==> config.mk <==
export PLATFORM = sky130hd
export DESIGN_NAME = tetron_placer
export DESIGN_NICKNAME = d
export VERILOG_FILES = /design/src/rtl/tetris_pkg.sv /design/src/rtl/tetron_cell_addr.sv /design/src/rtl/tetron_placer.sv
export SDC_FILE = /design/constraint.sdc
export NUM_CORES = 1
export LEC_CHECK = 0
export BUFFER_PORTS_ARGS = -buffer_cell sky130_fd_sc_hd__buf_2
export CORE_UTILIZATION = 55
export CTS_CLUSTER_DIAMETER = 40
export CTS_CLUSTER_SIZE = 40
export DETAILED_ROUTE_END_ITERATION = 8
export GPL_ROUTABILITY_DRIVEN = 0
export PLACE_DENSITY_LB_ADDON = 0.08
export SLEW_MARGIN = 20
export SYNTH_ARGS = -nofsm -noshare
export SYNTH_HDL_FRONTEND = slang
export SYNTH_HIERARCHICAL = 1
export SYNTH_SLANG_ARGS = --single-unit
==> constraint.sdc <==
create_clock -name clk -period 3.4 [get_ports clk]
set_input_delay 0.51 -clock clk [delete_from_list [all_inputs] [get_ports clk]]
set_output_delay 0.51 -clock clk [all_outputs]
set_load 0.03 [all_outputs]
==> src/rtl/tetris_pkg.sv <==
// tetris_pkg: playfield defaults, coordinate width and placer state encoding
package tetris_pkg;
  localparam int BOARD_W_DEF = 10;
  localparam int BOARD_H_DEF = 20;
  localparam int COORD_W = 5;
  typedef enum logic [2:0] {IDLE, READ, WAIT, WRITE, DONE} state_t;
endpackage

==> src/rtl/tetron_cell_addr.sv <==
// tetron_cell_addr: anchor plus signed offset gives a board cell and an out-of-bounds flag
module tetron_cell_addr
  import tetris_pkg::*;
#(
  parameter int BOARD_W = BOARD_W_DEF,
  parameter int BOARD_H = BOARD_H_DEF
) (
  input  logic [COORD_W-1:0] anchor_row,
  input  logic [COORD_W-1:0] anchor_col,
  input  logic [COORD_W-1:0] voffset,
  input  logic [COORD_W-1:0] hoffset,
  output logic [COORD_W-1:0] row,
  output logic [COORD_W-1:0] col,
  output logic               oob
);
  logic [COORD_W:0] r, c;
  assign r = {1'b0, anchor_row} + {voffset[COORD_W-1], voffset};
  assign c = {1'b0, anchor_col} + {hoffset[COORD_W-1], hoffset};
  assign row = r[COORD_W-1:0];
  assign col = c[COORD_W-1:0];
  // bit COORD_W set means the sum went negative
  assign oob = r[COORD_W] | c[COORD_W] | (r >= (COORD_W+1)'(BOARD_H)) | (c >= (COORD_W+1)'(BOARD_W));
endmodule

==> src/rtl/tetron_placer.sv <==
// tetron_placer: checks a piece's four cells against board occupancy and optionally locks them in
module tetron_placer
  import tetris_pkg::*;
#(
  parameter int BOARD_W = BOARD_W_DEF,
  parameter int BOARD_H = BOARD_H_DEF
) (
  input  logic               clk,
  input  logic               rst_n,
  input  logic               start,
  input  logic               commit,
  input  logic [COORD_W-1:0] anchor_row,
  input  logic [COORD_W-1:0] anchor_col,
  input  logic [COORD_W-1:0] blk1_voffset,
  input  logic [COORD_W-1:0] blk1_hoffset,
  input  logic [COORD_W-1:0] blk2_voffset,
  input  logic [COORD_W-1:0] blk2_hoffset,
  input  logic [COORD_W-1:0] blk3_voffset,
  input  logic [COORD_W-1:0] blk3_hoffset,
  input  logic [COORD_W-1:0] blk4_voffset,
  input  logic [COORD_W-1:0] blk4_hoffset,
  output logic               rd_en,
  output logic [COORD_W-1:0] rd_row,
  output logic [COORD_W-1:0] rd_col,
  input  logic               rd_data,
  output logic               wr_en,
  output logic [COORD_W-1:0] wr_row,
  output logic [COORD_W-1:0] wr_col,
  output logic               busy,
  output logic               done,
  output logic               collide,
  output logic               committed
);
  state_t state, ns;
  logic [1:0] k, nk;
  logic [COORD_W-1:0] vin [4], hin [4], vq [4], hq [4];
  logic [COORD_W-1:0] ar_q, ac_q, cell_row, cell_col;
  logic commit_q, rd_pend, accept, hit, oob, collide_nxt;
  assign vin = '{blk1_voffset, blk2_voffset, blk3_voffset, blk4_voffset};
  assign hin = '{blk1_hoffset, blk2_hoffset, blk3_hoffset, blk4_hoffset};
  assign accept = state == IDLE && start;
  assign hit = (accept ? 1'b0 : collide) | (rd_pend & rd_data);
  always_comb begin
    ns = state == IDLE  ? (start ? READ : IDLE) :
         state == READ  ? (k == 2'd3 ? WAIT : READ) :
         state == WAIT  ? ((commit_q && !hit) ? WRITE : DONE) :
         state == WRITE ? (k == 2'd3 ? DONE : WRITE) : IDLE;
    nk = (state == READ || state == WRITE) ? k + 2'd1 : 2'd0;
    collide_nxt = hit | (ns == READ && oob);
  end
  // outputs are registered, so the address for the upcoming cell is computed a cycle ahead
  tetron_cell_addr #(.BOARD_W(BOARD_W), .BOARD_H(BOARD_H)) u_addr (
    .anchor_row(state == IDLE ? anchor_row : ar_q),
    .anchor_col(state == IDLE ? anchor_col : ac_q),
    .voffset   (state == IDLE ? vin[0] : vq[nk]),
    .hoffset   (state == IDLE ? hin[0] : hq[nk]),
    .row       (cell_row),
    .col       (cell_col),
    .oob       (oob)
  );
  always_ff @(posedge clk) begin
    if (!rst_n) begin
      state <= IDLE;
      k <= '0;
      busy <= 1'b0;
      done <= 1'b0;
      rd_en <= 1'b0;
      wr_en <= 1'b0;
      rd_pend <= 1'b0;
      collide <= 1'b0;
      committed <= 1'b0;
      commit_q <= 1'b0;
      rd_row <= '0;
      rd_col <= '0;
      wr_row <= '0;
      wr_col <= '0;
      ar_q <= '0;
      ac_q <= '0;
      vq <= '{default: '0};
      hq <= '{default: '0};
    end else begin
      state <= ns;
      k <= nk;
      busy <= ns != IDLE;
      done <= ns == DONE;
      rd_en <= ns == READ && !oob;
      wr_en <= ns == WRITE;
      rd_pend <= rd_en;
      collide <= collide_nxt;
      committed <= accept ? 1'b0 : committed | (state == WAIT && ns == WRITE);
      if (ns == READ) begin
        rd_row <= cell_row;
        rd_col <= cell_col;
      end
      if (ns == WRITE) begin
        wr_row <= cell_row;
        wr_col <= cell_col;
      end
      if (accept) begin
        ar_q <= anchor_row;
        ac_q <= anchor_col;
        vq <= vin;
        hq <= hin;
        commit_q <= commit;
      end
    end
  end
endmodule
==> results.ini, run 1 <==
[routing]
drt_iter0_markers = 148
wire_per_inst_um = 14.0
drc_errors = 0
vias = 3548
drtAntennaViolNets = 0
vias_per_cell = 5.35
drtPass1Iterations = 6
wirelength_mm = 9.29

[synthesis]
synth_top_flop_cell = dfxtp_1
yosys_warnings = 6
netlist_area_sq_um = 3970
ys_seq_elements = 83
synth.most_common_cell = nand2_1
synth_cells = 485
synth.distinct_cells = 44
synth.area.top_cells = dfxtp_1, nand2_1, a21oi_1, mux2_2, mux2i_1
synth_area_per_cell_sq_um = 8.19
synth-edff-count = 0
synthesis.nets = 553
yosysTopAreaCell = dfxtp_1
postSynth.asyncResetShare_pct = 0
yosysSeqAreaShare_pct = 41.8
synth_top_area_share_pct = 41.8
synth_common_cells = nand2_1, dfxtp_1, a21oi_1, nor2_1, mux2i_1

[sta]
setup_viol = 0
fmax_mhz = 304
min_period_over_period_pct = 96.9
skew_ns = 0.00696
max_slew_margin_pct = 36.0
fin_crit_ns = 3.29
worstMarginPinSlew_ns = 0.960
hold_viol = 0
drv_slew = 0

[layout]
final_cells = 663
diodes = 0
n_fill_cell = 615
seqCellArea_sq_um = 1660
nets = 630
multi_input_area_sq_um = 2130
drive_above_1_share_pct = 26.1
area_delta_synth_final_pct = 18.0
post-route-util_pct = 68.2

[worst_hold_path]
hp-class = input pin to register
min_from = blk3_voffset[0]
hold-path-cell-count = 3

[global_route]
grt_overflow_total = 0
busiest_layer = met2
antenna_found_initial = 0
grtUsageMet2_pct = 40.4
track_usage_pct = 24.7
grt_first_pass_wirelength_mm = 14.5
grt_use_met1_pct = 32.2
met3_usage_pct = 4.27
grt_pass1_vias = 3162
grt_max_degree = 66

[pwr]
power_frac_comb_pct = 24.0
p_int_mw = 1.60
power_density_nw_per_um2 = 493
pwr-share-seq_pct = 46.0
power_frac_clock_pct = 30.0
power_switching_mw = 0.711
leakage_nw = 2.07
swShare_pct = 30.7
irDropWorstVdd_mv = 0.304

[cts]
clockRootBuffer = clkbuf_8
cts_buffer_depth = 2
cts_tree = built
clk_pin_slew_ns = 0.08
clkLatencyLatePin_ns = 0.36
cts_buffers = 9
clkSinkCount = 83
h-tree-depth = 3

[critical_path]
crit_arrival_ns = 3.56
cp-start-kind = register
r2r_start = k[0]
cp_max_fo = 7
worstSetupPathType = register to register
r2r_setup_slack_ns = 0.11
worstSetupStartpoint = k[0]
worstSetupEndpointType = register
crit_required_ns = 3.66
reg2reg_depth = 15

[run_status]
status = completed

[place]
portBuffers = 80
dpl.cell_count = 638
hpwlAfterDp_mm = 6.44

[die]
io_pins = 81
die_area_sq_um = 7570
initial_core_util_pct = 57.8
row_count = 30
die_w_um = 87.0
die_h_um = 87.0
core_sq_um = 6870

[run]
drv_cap = 0

## placed cells by master, fill, tap and decap left out, types with 2 or more instances in the layout
cell / synthesis / layout
nand2_1: 137 / 137
dfxtp_1: 83 / 83
buf_2: 6 / 80
a21oi_1: 63 / 63
nor2_1: 33 / 33
mux2i_1: 21 / 21
mux2_2: 19 / 19
buf_4: 3 / 16
o22ai_1: 11 / 11
inv_1: 12 / 10
o31ai_1: 10 / 9
ha_1: 11 / 9
clkbuf_8: 0 / 9
clkinv_2: 0 / 4
xor2_1: 4 / 4
nand2b_1: 6 / 4
nor3b_1: 4 / 4
a211oi_1: 3 / 3
nand3b_1: 3 / 3
nor3_1: 3 / 3
xnor2_1: 3 / 3
nor2b_1: 2 / 2
o21ai_0: 2 / 2
clkbuf_1: 15 / 2
nand3_1: 2 / 2
fa_1: 2 / 2
ha_2: 0 / 2
## worst paths after layout
kind,end
setup reg to reg,rd_en
setup / recovery,rd_en
hold / removal,vq[5]
hold reg to reg,wr_col[0]
## state kept, by name (all words and copies together) (netlist names), 5 cells and up
name / flops
ac_q: 5
ar_q: 5
hq: 20
rd_col: 5
rd_row: 5
vq: 20
wr_col: 5
wr_row: 5
## cell type report
class	count	area share, %
clock inverters	5	1.15
multi-input cells	359	45.5
clock buffers	11	2.80
repair buffers	97	11.5
flip-flops and latches	83	35.5
inverters	12	0.988
well taps	96	2.56
## layer usage
layer	wire (um)	vias to the layer above
met4	198	0
li1	-	1781
met2	4500	90
met5	0	-
met3	384	19
met1	4200	1658
## repair_timing
action                                  4_1_cts  5_1_grt
endpoints found under the setup margin        0        2
hold buffers                                  0        0
buffers inserted                              0        9
resized for setup                             0       10
## per-stage QoR
step           hold WS [ns]  total power, mW  instance area (sq um)  TNS (ns)  worst slack [ns]
2_1_floorplan         0.432             1.46                   3970         0             0.350
3_3_place_gp          0.439             1.59                   4390         0             0.215
3_5_place_dp          0.445             1.60                   4390         0            0.0578
4_1_cts               0.367             2.29                   4580         0           0.00134
5_1_grt               0.377             2.42                   4690    -0.170           -0.0854
6_report              0.380             2.31                   4690         0             0.106
## power by group through the flow
stage	logic (mW)	clock network [mW]	registers, mW
2_1_floorplan	0.333	0	1.13
3_3_place_gp	0.503	0	1.09
3_5_place_dp	0.516	0	1.09
4_1_cts	0.519	0.708	1.06
5_1_grt	0.606	0.742	1.07
6_report	0.554	0.693	1.06
## logic make-up after synthesis
group / count (synthesis) / synth area share [%]
adder cells (fa/ha/maj): 14 / 4.76
AND/OR/NAND/NOR: 200 / 21.4
buffers and inverters: 43 / 5.67
XOR/XNOR: 7 / 1.54
multiplexers: 40 / 10.7
flip-flops: 83 / 41.8
AO/OA/AOI/OAI: 98 / 14.1
## worst max-delay path, stage by stage (launching register included)
cell and delay [ns]:
dfxtp_1 0.32, ha_1 0.32, inv_2 0.09, or2_4 0.16
o22ai_1 0.09, o31ai_1 0.32, ha_2 0.24, inv_1 0.05
fa_1 0.39, nand2b_1 0.16, a21oi_1 0.15, xor2_1 0.11
nor4_1 0.29, nand3_1 0.17, buf_4 0.17, nor3b_1 0.16
Power figures use the tool's default switching activity.
==> run 2, diff against run 1 <==
- CORE_ASPECT_RATIO: default -> 0.75
==> run 2 against run 1 <==
Net effect: cell area hardly changed; register-to-register slack better by 0.03 ns; highest routed layer unchanged; sequential share of layout area hardly changed; combinational power is 4.0% lower; fmax is 1.0% higher.
==> results.ini, run 2 (same netlist as run 1, synthesis figures left out) <==
[die]
die_w_um = 100  ; was 87.0 um
die_area_sq_um = 7570  ; about the same
initial_core_util_pct = 57.6  ; was 57.8%
io_pins = 81  ; unchanged
core_sq_um = 6900  ; was 6870 sq um
die_h_um = 75.6  ; was 87.0 um
row_count = 26  ; was 30

[global_route]
met3_usage_pct = 6.42  ; was 4.27%
grt_overflow_total = 0  ; unchanged
grtUsageMet2_pct = 35.8  ; was 40.4%
grt_first_pass_wirelength_mm = 13.8  ; was 14.5 mm
busiest_layer = met2  ; unchanged
grt_pass1_vias = 2921  ; was 3162
antenna_found_initial = 0  ; unchanged
track_usage_pct = 23.8  ; was 24.7%
grt_max_degree = 66  ; unchanged
grt_use_met1_pct = 33.2  ; was 32.2%

[routing]
drt_iter0_markers = 193  ; was 148
wirelength_mm = 8.97  ; was 9.29 mm
vias = 3499  ; was 3548
wire_per_inst_um = 13.5  ; was 14.0 um
drc_errors = 0  ; unchanged
drtAntennaViolNets = 0  ; unchanged
drtPass1Iterations = 5  ; was 6
vias_per_cell = 5.26  ; was 5.35

[worst_hold_path]
hp-class = input pin to register  ; unchanged

[place]
portBuffers = 80  ; unchanged
pre_cts_ws_ns = 0.0734  ; was 0.0578 ns
hpwlAfterDp_mm = 6.30  ; was 6.44 mm
placed_area_sq_um = 4410  ; was 4390 sq um

[sta]
fin_crit_ns = 3.26  ; was 3.29 ns
min_period_over_period_pct = 95.9  ; was 96.9%
setup_viol = 0  ; unchanged
fmax_mhz = 307  ; was 304 MHz
fin_hold_ws_ns = 0.373  ; was 0.380 ns
drv_slew = 0  ; unchanged
skew_ns = 0.0150  ; was 0.00696 ns
max_slew_margin_pct = 35.9  ; was 36.0%
hold_viol = 0  ; unchanged
setup_ws_ns = 0.139  ; was 0.106 ns
worstMarginPinSlew_ns = 0.962  ; was 0.960 ns

[run_status]
status = completed  ; unchanged

[pwr]
power_frac_comb_pct = 23.1  ; was 24.0%
p_int_mw = 1.59  ; was 1.60 mW
p_total_mw = 2.30  ; was 2.31 mW
swShare_pct = 30.8  ; was 30.7%
irDropWorstVdd_mv = 0.268  ; was 0.304 mV
power_density_nw_per_um2 = 491  ; was 493 nW/um^2
leakage_nw = 2.05  ; was 2.07 nW
power_frac_clock_pct = 30.7  ; was 30.0%
power_switching_mw = 0.708  ; was 0.711 mW
pwr-share-seq_pct = 46.2  ; was 46.0%

[cts]
clkLatencyLatePin_ns = 0.36  ; about the same
clkSinkCount = 83  ; unchanged
clk_pin_slew_ns = 0.09  ; was 0.08 ns
cts_tree = built  ; unchanged
h-tree-depth = 3  ; unchanged
cts_buffer_depth = 2  ; unchanged
clockRootBuffer = clkbuf_8  ; unchanged
cts_buffers = 9  ; unchanged

[layout]
nets = 630  ; unchanged
top_regs = hq: 20 flops, vq: 20 flops  ; unchanged
drive_above_1_share_pct = 25.6  ; was 26.1%
design_area_sq_um = 4680  ; was 4690 sq um
diodes = 0  ; unchanged
n_fill_cell = 610  ; was 615
final_common_cell = nand2_1  ; unchanged
final_cell_mix = nand2_1, dfxtp_1, buf_2  ; unchanged
area_delta_synth_final_pct = 17.9  ; was 18.0%

[critical_path]
worstSetupEndpointType = register  ; unchanged
crit_arrival_ns = 3.54  ; was 3.56 ns
cp-start-kind = register  ; unchanged
worstSetupPathType = register to register  ; unchanged
cp_max_fo = 5  ; was 7
crit_required_ns = 3.68  ; was 3.66 ns

[run]
drv_cap = 0  ; unchanged

-- run 2: metal layers --
| metal | share of wire [%] | wire length, um | up-vias |
|---|---|---|---|
| met5 | 0 | 0 | - |
| met4 | 1.4 | 130 | 0 |
| met3 | 5.4 | 488 | 14 |
| met2 | 44 | 3910 | 90 |
| met1 | 49 | 4430 | 1614 |
| li1 | - | - | 1781 |
-- run 2: path summary, 6_finish.rpt --
| check | from | end | slack [ns] | depth (start not counted) |
|---|---|---|---|---|
| max | k[0] | collide | 0.14 | 16 |
| min | blk2_voffset[3] | vq[13] | 0.37 | 3 |
| max reg2reg | k[0] | collide | 0.14 | 16 |
| min reg2reg | wr_row[1] | wr_row[1] | 0.45 | 2 |
-- run 2: critical path, cell delays in order (launching register included) --
cell,delay [ns]
dfxtp_1,0.32
ha_1,0.29
inv_1,0.08
a21oi_4,0.15
buf_4,0.16
o22ai_1,0.07
o31ai_1,0.23
ha_1,0.27
inv_1,0.07
fa_1,0.41
nand2b_1,0.20
a21oi_1,0.19
xor2_1,0.22
o311ai_1,0.13
nand3_1,0.13
a22oi_1,0.07
a21oi_1,0.18
-- run 2: metrics by stage --
stage / cells / TNS [ns] / util (%)
floorplan: 485 / 0 / -
global placement: 642 / 0 / 64.0
detailed placement: 642 / 0 / 64.0
CTS: 658 / 0 / 66.8
global route: 665 / -0.0466 / 67.9
finish: 665 / 0 / 67.9
-- run 2: timing repair --
item                       4_1_cts  5_1_grt
hold endpoints to repair         0        0
gates resized for setup          0        6
hold buffers                     0        0
setup buffers                    0        7
setup endpoints to repair        0        2
-- run 2: area by class of cell --
| cell class | count | area, sq um | area share [%] |
|---|---|---|---|
| clock buffer | 10 | 128 | 2.72 |
| clock inverter | 6 | 66.3 | 1.42 |
| inverter | 12 | 46.3 | 0.988 |
| multi-input combinational | 359 | 2120 | 45.2 |
| sequential | 83 | 1660 | 35.5 |
| tap | 98 | 123 | 2.62 |
| timing repair buffer | 97 | 541 | 11.5 |
-- run 2: power groups by stage --
stage / clock, mW / combinational [mW] / sequential, mW
2_1_floorplan: 0 / 0.333 / 1.13
3_3_place_gp: 0 / 0.502 / 1.08
3_5_place_dp: 0 / 0.510 / 1.09
4_1_cts: 0.712 / 0.513 / 1.06
5_1_grt: 0.749 / 0.586 / 1.07
6_report: 0.705 / 0.532 / 1.06
